**src/rtl/hazard_stall_unit_if.sv**
```systemverilog
// Pipeline-control bundle between the decode/execute/memory datapath and hazard_stall_unit.
// The slave side is the hazard unit; the master side is the datapath that supplies addresses and consumes enables.
interface hazard_stall_unit_if #(
  parameter int ADDR_W = 3
);
  logic [ADDR_W-1:0] D_src_add_1;
  logic [ADDR_W-1:0] D_src_add_2;
  logic              D_src_use_1;
  logic              D_src_use_2;
  logic [ADDR_W-1:0] E_dst_add;
  logic              E_WB;
  logic              E_mem_read;
  logic              M_mem_busy;
  logic              flush;
  logic              pc_en;
  logic              fd_en;
  logic              fd_flush;
  logic              de_en;
  logic              de_bubble;
  logic              em_en;
  logic [15:0]       stall_cnt;

  modport master (
    output D_src_add_1, D_src_add_2, D_src_use_1, D_src_use_2,
           E_dst_add, E_WB, E_mem_read, M_mem_busy, flush,
    input  pc_en, fd_en, fd_flush, de_en, de_bubble, em_en, stall_cnt
  );

  modport slave (
    input  D_src_add_1, D_src_add_2, D_src_use_1, D_src_use_2,
           E_dst_add, E_WB, E_mem_read, M_mem_busy, flush,
    output pc_en, fd_en, fd_flush, de_en, de_bubble, em_en, stall_cnt
  );
endinterface

```
**src/rtl/hazard_stall_unit.sv**
```systemverilog
// Load-use stall, memory freeze and flush sequencing for the PC, F/D, D/E and E/M registers.
// Optional stall performance counter compiled in with `define HAZARD_PERF_CNT_EN.
module hazard_stall_unit #(
  parameter int ADDR_W   = 3,
  parameter int LOAD_LAT = 1
) (
  input  logic               clk,
  input  logic               rst,
  hazard_stall_unit_if.slave bus
);

  typedef enum logic {RUN = 1'b0, LOAD_STALL = 1'b1} state_t;

  localparam logic [2:0] LCNT_INIT = 3'(LOAD_LAT - 1);

  state_t            state_q, state_n;
  logic [2:0]        lcnt_q, lcnt_n;
  logic              pend_q, pend_n;
  logic [ADDR_W-1:0] src1, src2, dst;
  logic              hazard;
  logic              pc_en, fd_en, fd_flush, de_en, de_bubble, em_en;

  function automatic logic [15:0] sat_inc(input logic [15:0] v);
    return (v == 16'hFFFF) ? v : v + 16'd1;
  endfunction

  assign src1   = bus.D_src_add_1;
  assign src2   = bus.D_src_add_2;
  assign dst    = bus.E_dst_add;
  assign hazard = bus.E_mem_read & bus.E_WB &
                  ((bus.D_src_use_1 & (src1 == dst)) |
                   (bus.D_src_use_2 & (src2 == dst)));

  always_comb begin
    state_n   = state_q;
    lcnt_n    = lcnt_q;
    pend_n    = pend_q;
    pc_en     = 1'b1;
    fd_en     = 1'b1;
    fd_flush  = 1'b0;
    de_en     = 1'b1;
    de_bubble = 1'b0;
    em_en     = 1'b1;
    if (rst) begin
      pc_en     = 1'b0;
      fd_en     = 1'b0;
      de_en     = 1'b0;
      em_en     = 1'b0;
      fd_flush  = 1'b1;
      de_bubble = 1'b1;
    end else if (bus.M_mem_busy) begin
      // Freeze holds the stall countdown; a flush seen now is remembered.
      pc_en  = 1'b0;
      fd_en  = 1'b0;
      de_en  = 1'b0;
      em_en  = 1'b0;
      pend_n = pend_q | bus.flush;
    end else if (bus.flush | pend_q) begin
      fd_flush  = 1'b1;
      de_bubble = 1'b1;
      state_n   = RUN;
      lcnt_n    = 3'd0;
      pend_n    = 1'b0;
    end else if ((state_q == RUN && hazard) || state_q == LOAD_STALL) begin
      pc_en     = 1'b0;
      fd_en     = 1'b0;
      de_bubble = 1'b1;
      if (state_q == RUN) begin
        if (LOAD_LAT > 1) begin
          state_n = LOAD_STALL;
          lcnt_n  = LCNT_INIT;
        end
      end else begin
        lcnt_n = lcnt_q - 3'd1;
        if (lcnt_q == 3'd1) state_n = RUN;
      end
    end
  end

  always_ff @(posedge clk or posedge rst) begin
    if (rst) begin
      state_q <= RUN;
      lcnt_q  <= 3'd0;
      pend_q  <= 1'b0;
    end else begin
      state_q <= state_n;
      lcnt_q  <= lcnt_n;
      pend_q  <= pend_n;
    end
  end

  assign bus.pc_en     = pc_en;
  assign bus.fd_en     = fd_en;
  assign bus.fd_flush  = fd_flush;
  assign bus.de_en     = de_en;
  assign bus.de_bubble = de_bubble;
  assign bus.em_en     = em_en;

`ifdef HAZARD_PERF_CNT_EN
  logic [15:0] stall_cnt_q;

  always_ff @(posedge clk or posedge rst) begin
    if (rst) stall_cnt_q <= 16'h0000;
    else if (!pc_en) stall_cnt_q <= sat_inc(stall_cnt_q);
  end

  assign bus.stall_cnt = stall_cnt_q;
`else
  assign bus.stall_cnt = 16'h0000;
`endif

endmodule

```
**src/flat_wrapper.sv**
```systemverilog
// flat-port wrapper written by rule: the top's interface ports become plain ports
module hazard_stall_unit_flat 
#(
  parameter int ADDR_W   = 3,
  parameter int LOAD_LAT = 1
)
  (clk, rst, bus_D_src_add_1, bus_D_src_add_2, bus_D_src_use_1, bus_D_src_use_2, bus_E_dst_add, bus_E_WB, bus_E_mem_read, bus_M_mem_busy, bus_flush, bus_pc_en, bus_fd_en, bus_fd_flush, bus_de_en, bus_de_bubble, bus_em_en, bus_stall_cnt);
  hazard_stall_unit_if #(.ADDR_W(ADDR_W)) bus_i ();
  input  logic clk;
  input  logic rst;
  input wire logic [$bits(bus_i.D_src_add_1)-1:0] bus_D_src_add_1;
  input wire logic [$bits(bus_i.D_src_add_2)-1:0] bus_D_src_add_2;
  input wire logic [$bits(bus_i.D_src_use_1)-1:0] bus_D_src_use_1;
  input wire logic [$bits(bus_i.D_src_use_2)-1:0] bus_D_src_use_2;
  input wire logic [$bits(bus_i.E_dst_add)-1:0] bus_E_dst_add;
  input wire logic [$bits(bus_i.E_WB)-1:0] bus_E_WB;
  input wire logic [$bits(bus_i.E_mem_read)-1:0] bus_E_mem_read;
  input wire logic [$bits(bus_i.M_mem_busy)-1:0] bus_M_mem_busy;
  input wire logic [$bits(bus_i.flush)-1:0] bus_flush;
  output wire logic [$bits(bus_i.pc_en)-1:0] bus_pc_en;
  output wire logic [$bits(bus_i.fd_en)-1:0] bus_fd_en;
  output wire logic [$bits(bus_i.fd_flush)-1:0] bus_fd_flush;
  output wire logic [$bits(bus_i.de_en)-1:0] bus_de_en;
  output wire logic [$bits(bus_i.de_bubble)-1:0] bus_de_bubble;
  output wire logic [$bits(bus_i.em_en)-1:0] bus_em_en;
  output wire logic [$bits(bus_i.stall_cnt)-1:0] bus_stall_cnt;
  assign bus_i.D_src_add_1 = bus_D_src_add_1;
  assign bus_i.D_src_add_2 = bus_D_src_add_2;
  assign bus_i.D_src_use_1 = bus_D_src_use_1;
  assign bus_i.D_src_use_2 = bus_D_src_use_2;
  assign bus_i.E_dst_add = bus_E_dst_add;
  assign bus_i.E_WB = bus_E_WB;
  assign bus_i.E_mem_read = bus_E_mem_read;
  assign bus_i.M_mem_busy = bus_M_mem_busy;
  assign bus_i.flush = bus_flush;
  assign bus_pc_en = bus_i.pc_en;
  assign bus_fd_en = bus_i.fd_en;
  assign bus_fd_flush = bus_i.fd_flush;
  assign bus_de_en = bus_i.de_en;
  assign bus_de_bubble = bus_i.de_bubble;
  assign bus_em_en = bus_i.em_en;
  assign bus_stall_cnt = bus_i.stall_cnt;
  hazard_stall_unit #(.ADDR_W(ADDR_W), .LOAD_LAT(LOAD_LAT)) u_core (.clk(clk), .rst(rst), .bus(bus_i));
endmodule
```
**config.mk**
```make
export PLATFORM = sky130hd
export DESIGN_NAME = hazard_stall_unit_flat
export DESIGN_NICKNAME = d
export VERILOG_FILES = /design/src/rtl/hazard_stall_unit_if.sv /design/src/rtl/hazard_stall_unit.sv /design/src/flat_wrapper.sv
export SDC_FILE = /design/constraint.sdc
export NUM_CORES = 1
export LEC_CHECK = 0
export CORE_MARGIN = 10
export CORE_UTILIZATION = 35
export DETAILED_ROUTE_END_ITERATION = 8
export PLACE_DENSITY_LB_ADDON = 0.3
export SLEW_MARGIN = 20
export SYNTH_ARGS = -nofsm -noshare
export SYNTH_HDL_FRONTEND = slang
export SYNTH_SLANG_ARGS = --single-unit
```
**constraint.sdc**
```tcl
create_clock -name clk -period 2.2 [get_ports clk]
set_clock_uncertainty 0.15 [all_clocks]
set_input_delay 0.22 -clock clk [delete_from_list [all_inputs] [get_ports clk]]
set_output_delay 0.22 -clock clk [all_outputs]
set_load 0.005 [all_outputs]
```
After elaboration in Yosys (flattened, before gate mapping)
Cells that the tools add are included.
- flip-flop bits (word level): 5
- input port bits: 17
- output and inout bits: 22
- word-level logic and storage cells: 46
- $add $sub $neg: 1
- eq/ne operators: 3
- muxes and demuxes: 22
- bitwise operators: 9
- reductions and logical operators: 8
- operator list (operator ; number):
    1-bit 2-to-1 mux ; 19
    3-bit 2-to-1 mux ; 3
    3-bit equality test ; 2
    2-bit nonzero test ; 3
    1-bit bitwise AND ; 4
    4-bit AND reduction ; 1
    3-bit by 1-bit equality test with 1-bit output (second input constant) ; 1
    1-bit NOT ; 3
    3-bit AND reduction ; 1
    3-bit by 1-bit subtractor with 3-bit output (second input constant) ; 1
    1-bit OR ; 2
    2-bit AND reduction ; 1
    1-bit logical AND ; 1
    1-bit logical OR ; 1

Depth between registers and ports, before layout
Gate-level depths: netlist (run 1).
- depth in word-level cells: 10
- mapped depth: 6
- gate-level depth less buffers: 6

Worst setup path before layout (run 1)
No wires, ideal clock.
- path kind: reg2out
- from: register u_core.pend_q
- to: output port bus_pc_en
- arrival time: 958 ps
- data required time: 1830 ps
- path slack: 872 ps
- cell stages (with the launch flop): 5
- buffers on the path: 1
- cells stage by stage: dfrtp_1 > nor2_2 > and3_1 > a21oi_1 > buf_4
- longest elaborated chain between the ends: 4
- ends and longest elaborated chain (what ; RTL line ; source):
    start: declaration ; hazard_stall_unit.sv:18 ; logic pend_q, pend_n;
    start signal: assignment ; hazard_stall_unit.sv:88 ; pend_q <= pend_n;
    1-bit OR ; hazard_stall_unit.sv:58 ; end else if (bus.flush | pend_q) begin
    1-bit 2-to-1 mux (3 in a row) ; n/a ;
    end: declaration ; flat_wrapper.sv:20 ; output wire logic [$bits(bus_i.pc_en)-1:0] bus_pc_en;
No other way between the ends.

Worst setup path in the final report (run 1)
- from: input port bus_E_dst_add[2]
- to: output port bus_fd_en
- longest elaborated chain between the ends: 10
- elaborated cells between the ends (all ways): 12
- classes of those cells: eq/ne (2); mux (4); bitwise (4); reduce/logical (2)
- ends and longest elaborated chain (what ; RTL line ; source):
    start: declaration ; flat_wrapper.sv:15 ; input wire logic [$bits(bus_i.E_dst_add)-1:0] bus_E_dst_add;
    3-bit equality test, on equally long branches ; hazard_stall_unit.sv:31, hazard_stall_unit.sv:32 ;
    1-bit bitwise AND, on equally long branches ; hazard_stall_unit.sv:31, hazard_stall_unit.sv:32 ;
    1-bit OR * ; hazard_stall_unit.sv:31 ; ((bus.D_src_use_1 & (src1 == dst)) |
    1-bit bitwise AND * ; hazard_stall_unit.sv:30 ; assign hazard = bus.E_mem_read & bus.E_WB &
    1-bit logical AND * ; hazard_stall_unit.sv:64 ; end else if ((state_q == RUN && hazard) || state_q == LOAD_STALL) begin
    1-bit logical OR * ; hazard_stall_unit.sv:64 ;
    1-bit 2-to-1 mux * ; hazard_stall_unit.sv:64 ;
    1-bit 2-to-1 mux * ; hazard_stall_unit.sv:58 ;
    1-bit 2-to-1 mux * ; hazard_stall_unit.sv:51 ; end else if (bus.M_mem_busy) begin
    1-bit 2-to-1 mux * ; hazard_stall_unit.sv:44 ; if (rst) begin
    end: declaration ; flat_wrapper.sv:21 ; output wire logic [$bits(bus_i.fd_en)-1:0] bus_fd_en;
Every way passes the cells marked *; elsewhere a longest branch is shown, timed or not.

==> results of run 1 <==
cell families (layout without fill, tap and decap cells):
logic type                 after synthesis  after routing  share of synthesized area
AOI/OAI and AO/OA                       10             10                     0.1220
xor gates and xnor gates                 6              6                     0.1024
adders and majority gates                2              2                    0.04877
buffers and inverters                   23             34                     0.3000
DFF                                      5              5                     0.2439
other                                    1             16                   0.007310
and+or+nand+nor                         18             18                     0.1756
flip-flops by register name, summed over array words and instances, names as in the netlist:
register / cells
u_core.pend_q: 1
u_core.lcnt_q: 3
u_core.state_q: 1
layer usage:
layer	vias up	GRT usage
li1	229	-
met1	211	0.07308
met2	21	0.1411
met3	0	0.04575
met4	0	0.04027
met5	-	0
worst min path at each step:
| stage | end | slack, ns | cells after the start | from |
|---|---|---|---|---|
| after CTS | u_core.pend_q | 0.09 | 2 | rst |
| after detailed placement | u_core.lcnt_q[1] | 0.33 | 2 | u_core.lcnt_q[1] |
| after floorplan | u_core.lcnt_q[0] | -0.13 | 1 | rst |
| after global routing | u_core.pend_q | 0.08 | 2 | rst |
| final | u_core.pend_q | 0.1 | 2 | rst |
| after global placement | u_core.lcnt_q[1] | 0.31 | 2 | u_core.lcnt_q[1] |
power by group:
group          internal (W)  switching, W
registers         0.0000945    0.00000206
clock network     0.0000685     0.0000364
logic             0.0000544     0.0000395
total              0.000217     0.0000779
synth_stat cells:
cell type and count:
dfrtp_1 5, buf_4 18, o21ai_0 5, nor2_2 1, a41o_1 1, conb_1 1
ha_1 2, nand4_1 2, nor2_1 2, and3_1 1, nand3_1 1, a21boi_0 1
nand2b_1 1, inv_1 5, a32o_1 1, nand2_1 8, nor3_1 1, a21oi_1 2
xnor2_1 6, nor2_4 1
layout make-up:
class,count,area share
Sequential cell,5,0.1718
Multi-Input combinational cell,52,0.4038
Tap cell,15,0.02577
Inverter,5,0.02577
Timing Repair Buffer,25,0.3368
Clock buffer,4,0.03608
worst reg2reg max path, stage by stage (launching register included):
cell,delay [ns]
dfrtp_1,0.38
inv_1,0.06
ha_1,0.18
nand2_1,0.09
nor2_1,0.05
a32o_1,0.25
cells in the final DEF, fill, tap and decap left out, drive strengths merged, types with 2 or more instances in the layout:
master         netlist  final
inv                  5      5
nand2                8      8
xnor2                6      6
nor2                 4      4
ha                   2      2
dfrtp                5      5
a21oi                2      2
conb                 1     16
o21ai                5      5
clkbuf               0      4
clkdlybuf4s50        0     21
nand4                2      2
buf                 18      3
stage by stage:
step	utilization	instances	setup WS [ns]
floorplan	-	80	0.8723
global placement	0.5216	102	0.09516
detailed placement	0.5216	102	0.05467
CTS	0.5413	106	0.05236
global route	0.5460	106	0.02164
finish	0.5460	106	0.1346
repair_timing:
item | in CTS | in global routing
gates resized for setup | 0 | 2
hold buffers | 0 | 0
setup endpoints to repair | 0 | 3
==> flow_summary.ini, run 1 <==
[status]
outcome = finished clean

[yosys]
yosys_warnings = 0
synth_top_area_share = 0.2634
synth_area_um2 = 513.0
synth_largest_area_cell = buf_4
synthCells = 65
syn_area_per_cell_um2 = 7.892
ys_seq_area_frac = 0.2439
ys_types = 20
synth_seq_cells = 5
synth_area_leaders = buf_4, dfrtp_1, xnor2_1

[die]
die_w_um = 58.29
rows = 13
die_h_um = 58.29
start_util = 0.3846
fp.coreArea_um2 = 1334
io_pins = 39
die_area_um2 = 3397

[routing]
wl_met2_um = 786
antenna_left = 0
vias = 461
vias_per_cell = 4.349
first_pass_iters = 4
drt_iter0_markers = 17
dr.max_layer_used = met3
route.detailed.drc = 0
wl_met1_um = 439
drt-total-wl_um = 1372
avgRoutedWirePerCell_um = 12.94
wl_met3_um = 146

[setup_path]
r2r-start = u_core.lcnt_q[0]
path_delay_family = buffers and inverters
reg2reg_to = u_core.lcnt_q[2]
critical_path.startpoint = bus_E_dst_add[2]
cp-start-kind = input pin
cp_slowest_stage_delay_ns = 0.52
path_common_cell = clkdlybuf4s50_1
cp_cell_sequence = clkdlybuf4s50_1 > xnor2_1 > nand4_1 > nand2_1 > a21oi_2 > clkdlybuf4s50_1
rrSetupSlack_ns = 0.94
crit_buf_inv = 2
arrival_ns = 1.70
worst_path_max_delay_cell = clkdlybuf4s50_1
worstPathRequired_ns = 1.83
reg2reg_depth = 5
path_depth = 6
crit_end = bus_fd_en
worst-path-max-fanout = 2
critPathKind = input pin to output port
crit_path_end_kind = output port

[clock_network]
cts_buffers = 3
post_cts_buffers = 0
clock_latency_ns = 0.24
cts-root-buf = clkbuf_4
ctsHtreeMaxLevel = 1
tritoncts = done
clock_sinks = 5
clkTransAtPathRegs_ns = 0.05
cts_buffer_depth = 2

[timing]
drv_slew = 0
period_minus_slack_ns = 2.065
final.setup.tns_ns = 0
period_share = 0.9388
setup_viol = 0
fmax_mhz = 484.2
whs_ns = 0.09594
rsz0062_at_grt = false
hold_violations = 0

[cells_and_area]
final-seq-area_um2 = 125.1
drive_above_1_share = 0.09890
nNetsFinal = 111
multi_input_area_um2 = 294.0
area_growth_pct = 41.95
n_fill_cell = 133
fin_area_um2 = 728.2
antennaDiodeCount = 0

[global_routing]
grt_pass1_wl_um = 2180
gr-usage-all-layers = 0.08087
grt_pass1_vias = 478
grt-ovfl-total = 0
antenna_found_initial = 0
grt_max_degree = 9

[pwr]
power.leakage_nw = 0.3332
p_per_area_nw_per_um2 = 405.5
ir_drop_mv = 0.2115
power.total_w = 0.0002953

[placed_design]
routabilityCongestion = 0.7055
dp_hpwl_um = 1186
placed_area_um2 = 695.7
port-buffer-count = 22

[job]
drv_cap = 0

[worst_hold_path]
hp-class = input pin to async pin
(Power assumes the default switching activity.)
==> run 2: changes to the inputs <==
--- a/config.mk
+++ b/config.mk
@@ -5,9 +5,9 @@
 export SDC_FILE = /design/constraint.sdc
 export NUM_CORES = 1
 export LEC_CHECK = 0
-export CORE_MARGIN = 10
 export CORE_UTILIZATION = 35
 export DETAILED_ROUTE_END_ITERATION = 8
+export HOLD_SLACK_MARGIN = 0.1
 export PLACE_DENSITY_LB_ADDON = 0.3
 export SLEW_MARGIN = 20
 export SYNTH_ARGS = -nofsm -noshare
==> run 2 against run 1 <==
Routed wire length shrank 25%. Count of clock-buffer cells in the layout is the same. Global-route usage grew 8.8 points. Combinational power shrank 1%. Core utilization grew 0.38 points. Non-clock buffer count is the same. Critical path type unchanged.
==> flow_summary.ini, run 2 (same netlist as run 1, synthesis figures left out) <==
[status]
outcome = finished clean

[routing]
first_pass_iters = 3
route.detailed.drc = 0
avgRoutedWirePerCell_um = 9.670
antenna_left = 0
drt_iter0_markers = 11
drt-total-wl_um = 1025
vias = 439
vias_per_cell = 4.142

[cells_and_area]
drive_above_1_share = 0.1099
layout_commonest_cell = clkdlybuf4s50_1
nNetsFinal = 111
layout_common_cells = clkdlybuf4s50_1, conb_1, nand2_1
largest_register_ffs = 3
regMostFlops = u_core.lcnt_q
area_growth_pct = 42.93
reg_top3 = u_core.lcnt_q (3), u_core.pend_q (1), u_core.state_q (1)
antennaDiodeCount = 0

[clock_network]
postCtsHoldBufs = 0
post_cts_buffers = 0
cts-root-buf = clkbuf_4
clock_sinks = 5
ctsHtreeMaxLevel = 1
clkTransAtPathRegs_ns = 0.04
tritoncts = done
cts_resized = 0
cts_buffers = 3
clock_latency_ns = 0.24
cts_buffer_depth = 2

[die]
die_h_um = 40.29
start_util = 0.3846
rows = 13
die_w_um = 40.29
fp.coreArea_um2 = 1334
io_pins = 39
die_area_um2 = 1623

[placed_design]
routabilityCongestion = 0.6605
port-buffer-count = 22
dp_hpwl_um = 897.9

[global_routing]
grt_pass1_vias = 422
grt_max_degree = 9
grt_pass1_wl_um = 1780
gr-usage-all-layers = 0.1686
antenna_found_initial = 0
grt-ovfl-total = 0

[timing]
period_share = 0.9666
period_minus_slack_ns = 2.126
fmax_mhz = 470.3
drv_slew = 0
whs_ns = 0.2167
rsz0062_at_grt = false
final.setup.tns_ns = 0
hold_violations = 0
setup_viol = 0

[setup_path]
cp_slowest_stage_delay_ns = 0.51
worstPathRequired_ns = 1.83
cp-start-kind = input pin
reg2reg_depth = 5
cp_cell_sequence = clkdlybuf4s50_1 > xnor2_1 > nand4_1 > nand2_2 > a41o_1 > clkdlybuf4s50_1
worst-path-max-fanout = 2
worst_path_max_delay_cell = clkdlybuf4s50_1
path_common_cell = clkdlybuf4s50_1
critPathKind = input pin to output port
crit_path_end_kind = output port
arrival_ns = 1.76
path_delay_family = buffers and inverters
path_depth = 6
crit_buf_inv = 2

[pwr]
ir_drop_mv = 0.3008
intPower_w = 0.0002174
clockPowerShare = 0.351
sw_frac_of_total = 0.2533
p_per_area_nw_per_um2 = 397.1
power.leakage_nw = 0.3453
switching_power_w = 0.00007374
pwr-share-seq = 0.331
comb_power_share = 0.319

[job]
drv_cap = 0

[worst_hold_path]
hp-class = input pin to async pin
==> run 2: changes by cell type in the layout (fill, tap and decap cells not counted) <==
cell | before | now
nand2_1 | 8 | 7
clkdlybuf4s50_1 | 21 | 20
nand2_2 | 0 | 1
dlymetal6s2s_1 | 1 | 2
==> run 2: worst reg2reg max path: cells and delay by family, from the launching register on <==
| kind | cells | cell delay [ns] |
|---|---|---|
| buf+inv | 1 | 0.06 |
| simple gates | 2 | 0.12 |
| fa+ha+maj | 1 | 0.18 |
| flops | 1 | 0.37 |
| compound gates | 1 | 0.24 |
==> run 2: layout make-up <==
cell class,count,area (um2)
fillers,138,600.6
multi-input cells,52,296.5
repair buffers,25,247.7
flip-flops and latches,5,125.1
clock buffers,4,26.28
inverters,5,18.77
well taps,15,18.77
==> run 2: path summary, 6_finish.rpt <==
check | start | endpoint | slack, ns
max in group asynchronous | rst | u_core.lcnt_q[0] | 1.57
worst max register to register | u_core.lcnt_q[0] | u_core.lcnt_q[2] | 0.97
worst min register to register | u_core.lcnt_q[1] | u_core.lcnt_q[1] | 0.34
min in group clk | u_core.lcnt_q[1] | u_core.lcnt_q[1] | 0.34
worst max-delay path | bus_E_dst_add[2] | bus_de_bubble | 0.07
worst min-delay path | rst | u_core.pend_q | 0.22
==> run 2: stage by stage <==
stage | utilization | total power, W | worst slack, ns | cell area (um2) | instances
CTS | 0.5413 | 0.0002956 | 0.04113 | 721.9 | 106
global route | 0.5497 | 0.0003135 | 0.007041 | 733.2 | 106
detailed placement | 0.5216 | 0.0001895 | 0.03713 | 695.7 | 102
floorplan | - | 0.0001555 | 0.8723 | 569.3 | 80
finish | 0.5497 | 0.0002911 | 0.07356 | 733.2 | 106
global placement | 0.5216 | 0.0001881 | 0.1042 | 695.7 | 102
==> run 2: power by group through the flow <==
stage,clock network (W),logic [W],registers [W]
after detailed placement,0,0.0000919,0.0000976
final,0.000102,0.0000928,0.0000963
after CTS,0.000107,0.0000923,0.0000963
after floorplan,0,0.0000581,0.0000974
after global routing,0.000112,0.000105,0.0000965
after global placement,0,0.0000905,0.0000976
==> run 2: routing by layer <==
layer | GRT usage | routed length, um | up-vias
met5 | 0 | 0 | -
met4 | 0.07500 | 0 | 0
met3 | 0.03333 | 49 | 0
met2 | 0.3024 | 544 | 17
met1 | 0.1905 | 430 | 194
li1 | - | - | 228
==> run 3: changes to the inputs <==
==> constraint.sdc (replaced) <==
create_clock -name clk -period 2.67 [get_ports clk]
set_clock_uncertainty 0.15 [all_clocks]
set_input_delay 0.267 -clock clk [delete_from_list [all_inputs] [get_ports clk]]
set_output_delay 0.267 -clock clk [all_outputs]
set_load 0.005 [all_outputs]
==> run 3 against run 2 <==
Via count is 0.91% lower. Cell count is 2.8% lower. Clock power is 16% lower. Core utilization is 2.5 points lower. Final area is 4.6% lower. Worst setup slack better by 0.39 ns. Count of clock-buffer cells in the layout stayed put. Critical path type unchanged. Largest power group unchanged.
==> flow_summary.ini, run 3 (same netlist as run 1, synthesis figures left out) <==
[status]
outcome = finished clean

[cells_and_area]
largest_register_ffs = 3
layout_common_cells = clkdlybuf4s50_1, conb_1, nand2_1
reg_top3 = u_core.lcnt_q (3), u_core.pend_q (1), u_core.state_q (1)
nNetsFinal = 108
layout_commonest_cell = clkdlybuf4s50_1
n_fill_cell = 140
antennaDiodeCount = 0
area_growth_pct = 36.34
utilization = 0.5244
regMostFlops = u_core.lcnt_q
drive_above_1_share = 0.05682

[setup_path]
crit_path_end_kind = output port
reg2reg_to = u_core.lcnt_q[2]
critical_path.startpoint = bus_E_dst_add[1]
cp-start-kind = input pin
worst_path_max_delay_cell = clkdlybuf4s50_1
r2r-start = u_core.lcnt_q[0]
rrSetupSlack_ns = 1.41
arrival_ns = 1.79
path_common_cell = clkdlybuf4s50_1
worstPathRequired_ns = 2.25
reg2reg_depth = 5
critPathKind = input pin to output port
cp_cell_sequence = clkdlybuf4s50_1 > xnor2_1 > nand4_1 > nand2_1 > a41o_1 > clkdlybuf4s50_1
cp_slowest_stage_delay_ns = 0.52
worst-path-max-fanout = 2

[timing]
rsz0062_at_grt = false
hold_violations = 0
setup_viol = 0
fmax_mhz = 453.1
period_minus_slack_ns = 2.207
whs_ns = 0.1908
drv_slew = 0
period_share = 0.8265
final.setup.tns_ns = 0

[pwr]
power.leakage_nw = 0.3126
ir_drop_mv = 0.2288
p_per_area_nw_per_um2 = 336.1

[clock_network]
cts_buffer_depth = 2
postCtsHoldBufs = 0
post_cts_buffers = 0
clkTransAtPathRegs_ns = 0.04
tritoncts = done
cts-root-buf = clkbuf_4
cts_buffers = 3
clock_sinks = 5
ctsHtreeMaxLevel = 1
clock_latency_ns = 0.24
cts_resized = 0

[global_routing]
groute.layer.met3.usage = 0.01667
grt_max_degree = 10
grt-ovfl-total = 0
top_usage_layer = met2
grt_pass1_wl_um = 1497
grt_pass1_vias = 374
use_met2 = 0.2621
use_met1 = 0.1559
antenna_found_initial = 0
gr-usage-all-layers = 0.1384

[routing]
avgRoutedWirePerCell_um = 9.165
drt-total-wl_um = 944
route.detailed.drc = 0
vias_per_cell = 4.223
drt_iter0_markers = 4
first_pass_iters = 2
antenna_left = 0
vias = 435

[die]
io_pins = 39
die_w_um = 40.29
fp.coreArea_um2 = 1334
rows = 13
start_util = 0.3846
die_area_um2 = 1623
die_h_um = 40.29

[placed_design]
routabilityCongestion = 0.6732
port-buffer-count = 22
dp_hpwl_um = 814.6

[worst_hold_path]
hp-class = input pin to async pin

[job]
drv_cap = 0
==> run 3: cell count changes in the layout (fill, tap and decap cells not counted) <==
| cell | previous run | this run |
|---|---|---|
| nand2_1 | 7 | 8 |
| dlymetal6s2s_1 | 2 | 0 |
| buf_4 | 3 | 0 |
| clkdlybuf4s50_1 | 20 | 22 |
| a21oi_1 | 1 | 2 |
| a21oi_2 | 1 | 0 |
| nand2_2 | 1 | 0 |
==> run 3: worst max path at each step <==
stage                                to  depth (start not counted)
final                     bus_de_bubble                          6
after global routing      bus_de_bubble                          5
after CTS                 bus_de_bubble                          6
after detailed placement  bus_de_bubble                          6
after global placement    bus_de_bubble                          6
after floorplan               bus_pc_en                          4
==> run 3: area by class of cell <==
class                           instances  area, um2  area share
Tap cell                               15      18.77     0.02683
Sequential cell                         5      125.1      0.1789
Inverter                                5      18.77     0.02683
Multi-Input combinational cell         52      290.3      0.4150
Timing Repair Buffer                   22      220.2      0.3148
Clock buffer                            4      26.28     0.03757
==> run 3: stage by stage <==
step | instance area [um2] | power, W | cells | setup WS [ns]
final | 699.4 | 0.0002351 | 103 | 0.4632
after global placement | 673.1 | 0.0001504 | 99 | 0.4799
after floorplan | 569.3 | 0.0001281 | 80 | 1.295
after CTS | 699.4 | 0.0002401 | 103 | 0.4585
after global routing | 699.4 | 0.0002518 | 103 | 0.3704
after detailed placement | 673.1 | 0.0001512 | 99 | 0.4590
==> run 3: routing by layer <==
metal	up-vias	wire, um
met2	17	505
li1	225	-
met3	0	37
met4	0	0
met1	193	401
met5	-	0
==> run 3: critical path, delay by kind of cell <==
kind                   cells  cell delay [ns]
buffers and inverters      2             1.01
XOR/XNOR                   1             0.13
AO/OA/AOI/OAI              1             0.17
AND/OR/NAND/NOR            2             0.20
==> run 3: where the power goes <==
part / switching (W) / internal, W
logic: 0.0000292 / 0.0000414
registers: 0.00000149 / 0.0000778
clock network: 0.0000288 / 0.0000564
total: 0.0000595 / 0.000176
